<file path="config.mk">
export PLATFORM = sky130hd
export DESIGN_NAME = dmem_store_unit
export DESIGN_NICKNAME = d
export VERILOG_FILES = /design/src/rtl/dmem_store_unit_pkg.sv /design/src/rtl/dmem_store_unit_store_align.sv /design/src/rtl/dmem_store_unit.sv
export SDC_FILE = /design/constraint.sdc
export NUM_CORES = 1
export LEC_CHECK = 0
export ABC_CLOCK_PERIOD_IN_PS = 5230
export BUFFER_PORTS_ARGS = -buffer_cell sky130_fd_sc_hd__buf_2
export CAP_MARGIN = 15
export CORE_UTILIZATION = 50
export DETAILED_ROUTE_END_ITERATION = 8
export GPL_TIMING_DRIVEN = 0
export PLACE_DENSITY = 0.8
export SLEW_MARGIN = 20
export SYNTH_ARGS = -nofsm -noshare
export SYNTH_HDL_FRONTEND = slang
export SYNTH_HIERARCHICAL = 1
export SYNTH_SLANG_ARGS = --single-unit
</file>
<file path="constraint.sdc">
create_clock -name clk -period 5.23 [get_ports clk]
set_input_delay 0.523 -clock clk [delete_from_list [all_inputs] [get_ports clk]]
set_output_delay 0.523 -clock clk [all_outputs]
set_load 0.1 [all_outputs]
</file>
<file path="src/rtl/dmem_store_unit_pkg.sv">
// Shared RV32I store-path types: store width encodings and the store FSM state.
package dmem_store_unit_pkg;

    localparam int unsigned XLEN  = 32;
    localparam int unsigned NLANE = 4;

    typedef enum logic [2:0] {
        SB = 3'b000,
        SH = 3'b001,
        SW = 3'b010
    } store_funct3_t;

    typedef enum logic {
        IDLE = 1'b0,
        BUSY = 1'b1
    } store_state_t;

endpackage

</file>
<file path="src/rtl/dmem_store_unit_store_align.sv">
// Combinational lane placement for RV32I stores: builds the byte mask and
// lane-shifted data, and flags misaligned or illegal store widths.
module store_align
    import dmem_store_unit_pkg::*;
(
    input  logic [2:0]       funct3,
    input  logic [1:0]       addr_off,
    input  logic [XLEN-1:0]  rs2_data,
    output logic [NLANE-1:0] wmask,
    output logic [XLEN-1:0]  wdata,
    output logic             misaligned
);

    always_comb begin
        wmask      = '0;
        wdata      = '0;
        misaligned = 1'b0;
        case (funct3)
            SB: begin
                // Source byte is isolated first so unmasked lanes stay zero.
                wmask = 4'b0001 << addr_off;
                wdata = {24'b0, rs2_data[7:0]} << {addr_off, 3'b000};
            end
            SH: begin
                if (addr_off[0]) begin
                    misaligned = 1'b1;
                end else begin
                    wmask = addr_off[1] ? 4'b1100 : 4'b0011;
                    wdata = {16'b0, rs2_data[15:0]} << {addr_off[1], 4'b0000};
                end
            end
            SW: begin
                if (addr_off != 2'b00) begin
                    misaligned = 1'b1;
                end else begin
                    wmask = 4'b1111;
                    wdata = rs2_data;
                end
            end
            default: misaligned = 1'b1;
        endcase
    end

endmodule

</file>
<file path="src/rtl/dmem_store_unit.sv">
// MEM-stage store unit: aligns the store, issues one data-memory write and
// stalls the pipeline until the memory responds.
module dmem_store_unit
    import dmem_store_unit_pkg::*;
(
    input  logic              clk,
    input  logic              rst,
    input  logic              req_valid,
    input  logic [2:0]        funct3,
    input  logic [XLEN-1:0]   addr,
    input  logic [XLEN-1:0]   rs2_data,
    input  logic              flush,
    input  logic              dmem_resp,
    output logic [XLEN-1:0]   dmem_address,
    output logic              dmem_write,
    output logic [NLANE-1:0]  dmem_wmask,
    output logic [XLEN-1:0]   dmem_wdata,
    output logic              stall,
    output logic              store_done,
    output logic              misalign_err,
    output store_state_t      dbg_state
);

    // Handshake: dmem_write rises the cycle after a store is accepted and
    // holds, with address/mask/data stable, until the cycle dmem_resp is high;
    // that cycle completes the write and dmem_write drops at the next edge.
    // dmem_resp outside an outstanding write carries no meaning and is ignored.

    store_state_t     state;
    logic [NLANE-1:0] al_wmask;
    logic [XLEN-1:0]  al_wdata;
    logic             al_misaligned;
    logic             req_live;
    logic             accept;

    store_align u_align (
        .funct3     (funct3),
        .addr_off   (addr[1:0]),
        .rs2_data   (rs2_data),
        .wmask      (al_wmask),
        .wdata      (al_wdata),
        .misaligned (al_misaligned)
    );

    assign req_live = (state == IDLE) && req_valid && !flush;
    assign accept   = req_live && !al_misaligned;

    always_ff @(posedge clk or negedge rst) begin
        if (!rst) begin
            state        <= IDLE;
            dmem_write   <= 1'b0;
            dmem_address <= '0;
            dmem_wmask   <= '0;
            dmem_wdata   <= '0;
        end else begin
            case (state)
                IDLE: begin
                    if (accept) begin
                        state        <= BUSY;
                        dmem_write   <= 1'b1;
                        dmem_address <= {addr[XLEN-1:2], 2'b00};
                        dmem_wmask   <= al_wmask;
                        dmem_wdata   <= al_wdata;
                    end
                end
                BUSY: begin
                    // Flush is deliberately not looked at: an issued write must finish.
                    if (dmem_resp) begin
                        state      <= IDLE;
                        dmem_write <= 1'b0;
                    end
                end
                default: begin
                    state      <= IDLE;
                    dmem_write <= 1'b0;
                end
            endcase
        end
    end

    // Strobes are gated by reset so every output sits at zero while held in reset.
    assign store_done   = rst && (state == BUSY) && dmem_resp;
    assign misalign_err = rst && req_live && al_misaligned;
    assign stall        = rst && (((state == BUSY) && !dmem_resp) || accept);
    assign dbg_state    = state;

endmodule
</file>
==> results.cfg <==
[sta]
fmax_mhz = 309.0
skew_ps = 11.52
hold_viol_final = 0
slew_headroom_pct = 51.09
fin_crit_ps = 3236
tightest_slew_ps = 727.5
fin_ws_ps = 1994
finalCritPeriodShare_pct = 61.87
tns_ps = 0
finalMaxSlewViolations = 0
setup_viol = 0
grt_setup_unrepaired = no

[routing]
dr.pass1.iters = 4
initialDrtViolationCount = 92
detail-route-antenna-nets = 0
drc_errors = 0
wl_um = 7444
via_per_inst = 5.218
vias = 2442
wl_per_cell_um = 15.91

[power_and_ir_drop]
p_total_mw = 1.974
vdd_drop_max_v = 0.0004470
p_leak_nw = 2.231
power_density_nw_per_um2 = 471.3

[setup_path]
r2r-start = dbg_state$_DFF_PN0_
rrSetupSlack_ps = 3290
path_class = primary input to output port
crit_end = stall
crit_fanout = 10
crit_start = addr[1]
crit_path_start_kind = primary input
worstReg2RegEnd = dmem_wdata[10]$_DFFE_PN0P_
end_kind = output port
path_cells = buf_2, o21a_1, o22ai_1, nand2b_1, nor4b_4, buf_4, buf_4, o21a_1, buf_2
required_ps = 4710
slowest_delay_ps = 540
cp.arrival_ps = 2710
slowest_stage = nor4b_4
worst-r2r-cell-count = 4

[global_route]
grt_pass1_wl_um = 11160
overflow = 0
antenna_found_initial = 0
grt.total_usage_pct = 22.85
grt_pass1_vias = 2275
grt_start_max_net_pins = 44

[synthesis]
yosysTopAreaCell = dfrtp_1
netlist.area_leader.share_pct = 53.33
synth.most_common_cell = dfrtp_1
yosysWarningCount = 6
syn_area_um2 = 3191
synth-seq-area-share_pct = 53.33
synth_cells = 238
synthTopCellsByCount = 68 x dfrtp_1, 59 x mux2_2, 16 x a22o_1, 16 x nand3_1
synth_cell_types = 31
syn_area_per_cell_um2 = 13.41
async_flop_share_pct = 100.0
synth.ff_latch_count = 68
synth_edf_count = 0
synthFlopType = dfrtp_1
ys_top_cells_by_area = dfrtp_1 53%, mux2_2 21%, a22o_1 4.4%, nand3_1 2.5%, mux2_1 2.5%

[clock_tree]
cts_buffers = 9
post-cts-setup-buffers = 0
root_buffer = clkbuf_8
cts-resized-gates = 0
ctsLongestPathBuffers = 2
ctsHtreeMaxLevel = 3
cts_tree = done
cts_hold_buf = 0
cts_sinks = 68
clk_latency_ps = 350
cts.clk_slew.worst_paths_ps = 80

[floorplanning]
start_util_pct = 52.95
core_area_um2 = 6026
die_x_um = 81.88
rows = 28
die_area_um2 = 6704
io_pins = 145
die_h_um = 81.88

[place]
dpl_cell_area_um2 = 3996
globalplace.congestion = 0.8697
dp_hpwl_um = 5747
pre_cts_ws_ps = 2004
port-buffer-count = 137

[final_layout]
layout-drive-gt1-share_pct = 60.56
stdcell_area_um2 = 4188
finish.utilization_pct = 69.50
antenna_cells = 0
layout.nets = 460
area_growth_pct = 31.26

[run]
cap_violations = 0

[hold_path]
hold_class = primary input to asynchronous set/reset pin

[run_status]
status = finished clean
[flip-flops by register name, indices dropped and copies added, names as in the netlist]
register	flops
dmem_wmask	4
dmem_address	30
dbg_state	1
dmem_wdata	32
dmem_write	1
[worst min-delay path by stage]
stage,startpoint,endpoint
global route,rst,dmem_address[17]$_DFFE_PN0P_
detailed placement,rst,dmem_address[17]$_DFFE_PN0P_
CTS,rst,dmem_address[10]$_DFFE_PN0P_
floorplan,rst,dbg_state$_DFF_PN0_
finish,rst,dmem_address[10]$_DFFE_PN0P_
global placement,dmem_wdata[11]$_DFFE_PN0P_,dmem_wdata[11]$_DFFE_PN0P_
[critical path: cells and delay by family]
kind / cells / cell delay, ps
buffers and inverters: 4 / 1070
AND/OR/NAND/NOR: 2 / 670
AO/OA/AOI/OAI: 3 / 460
[where the power goes]
part           internal [mW]  switching, mW
logic                  0.156          0.749
clock network          0.220          0.200
registers              0.609         0.0393
[routing by layer]
metal / vias up / track usage, % / routed length [um]
li1: 1164 / - / -
met1: 1182 / 29.88 / 3235
met2: 79 / 34.21 / 3578
met3: 17 / 5.889 / 451
met4: 0 / 13.16 / 178
met5: - / 0 / 0
[stage by stage]
stage | hold WS [ps] | instances
floorplan | 227.4 | 239
global placement | 470.7 | 451
detailed placement | 462.3 | 452
CTS | 83.32 | 468
global route | 96.42 | 468
finish | 82.37 | 468
[final cells by class]
class / instances / area, um2
Fill cell: 476 / 1838
Sequential cell: 68 / 1702
Multi-Input combinational cell: 144 / 1348
Timing Repair Buffer: 138 / 708.2
Clock buffer: 10 / 127.6
Buffer: 18 / 111.4
Tap cell: 75 / 93.84
Clock inverter: 6 / 63.81
Inverter: 9 / 33.78
[logic make-up (layout without fill, tap and decap cells)]
| kind of cell | count (synthesis) | in the layout | synth area share, % |
|---|---|---|---|
| compound gates | 30 | 30 | 8.275 |
| xor+xnor | 2 | 2 | 0.5491 |
| buf+inv | 27 | 181 | 4.549 |
| flops | 68 | 68 | 53.33 |
| mux | 66 | 66 | 23.29 |
| other cells | 1 | 2 | 0.1175 |
| simple gates | 44 | 44 | 9.883 |
[placed cells by master (no fill, tap or decap), drive strengths merged, types with 2 or more instances in the layout]
cell type  netlist  final
buf             16    154
dfrtp           68     68
mux2            66     66
nand3           16     16
a22o            16     16
clkbuf           2     12
inv              9     10
and2             9      9
o211ai           8      8
or2              4      4
nor2             3      3
nor3b            3      3
nor2b            2      2
nor4b            2      2
o21a             2      2
conb             1      2
clkinv           0      2
clkinvlp         0      2
No activity file was read; power rests on OpenSTA's default activity.
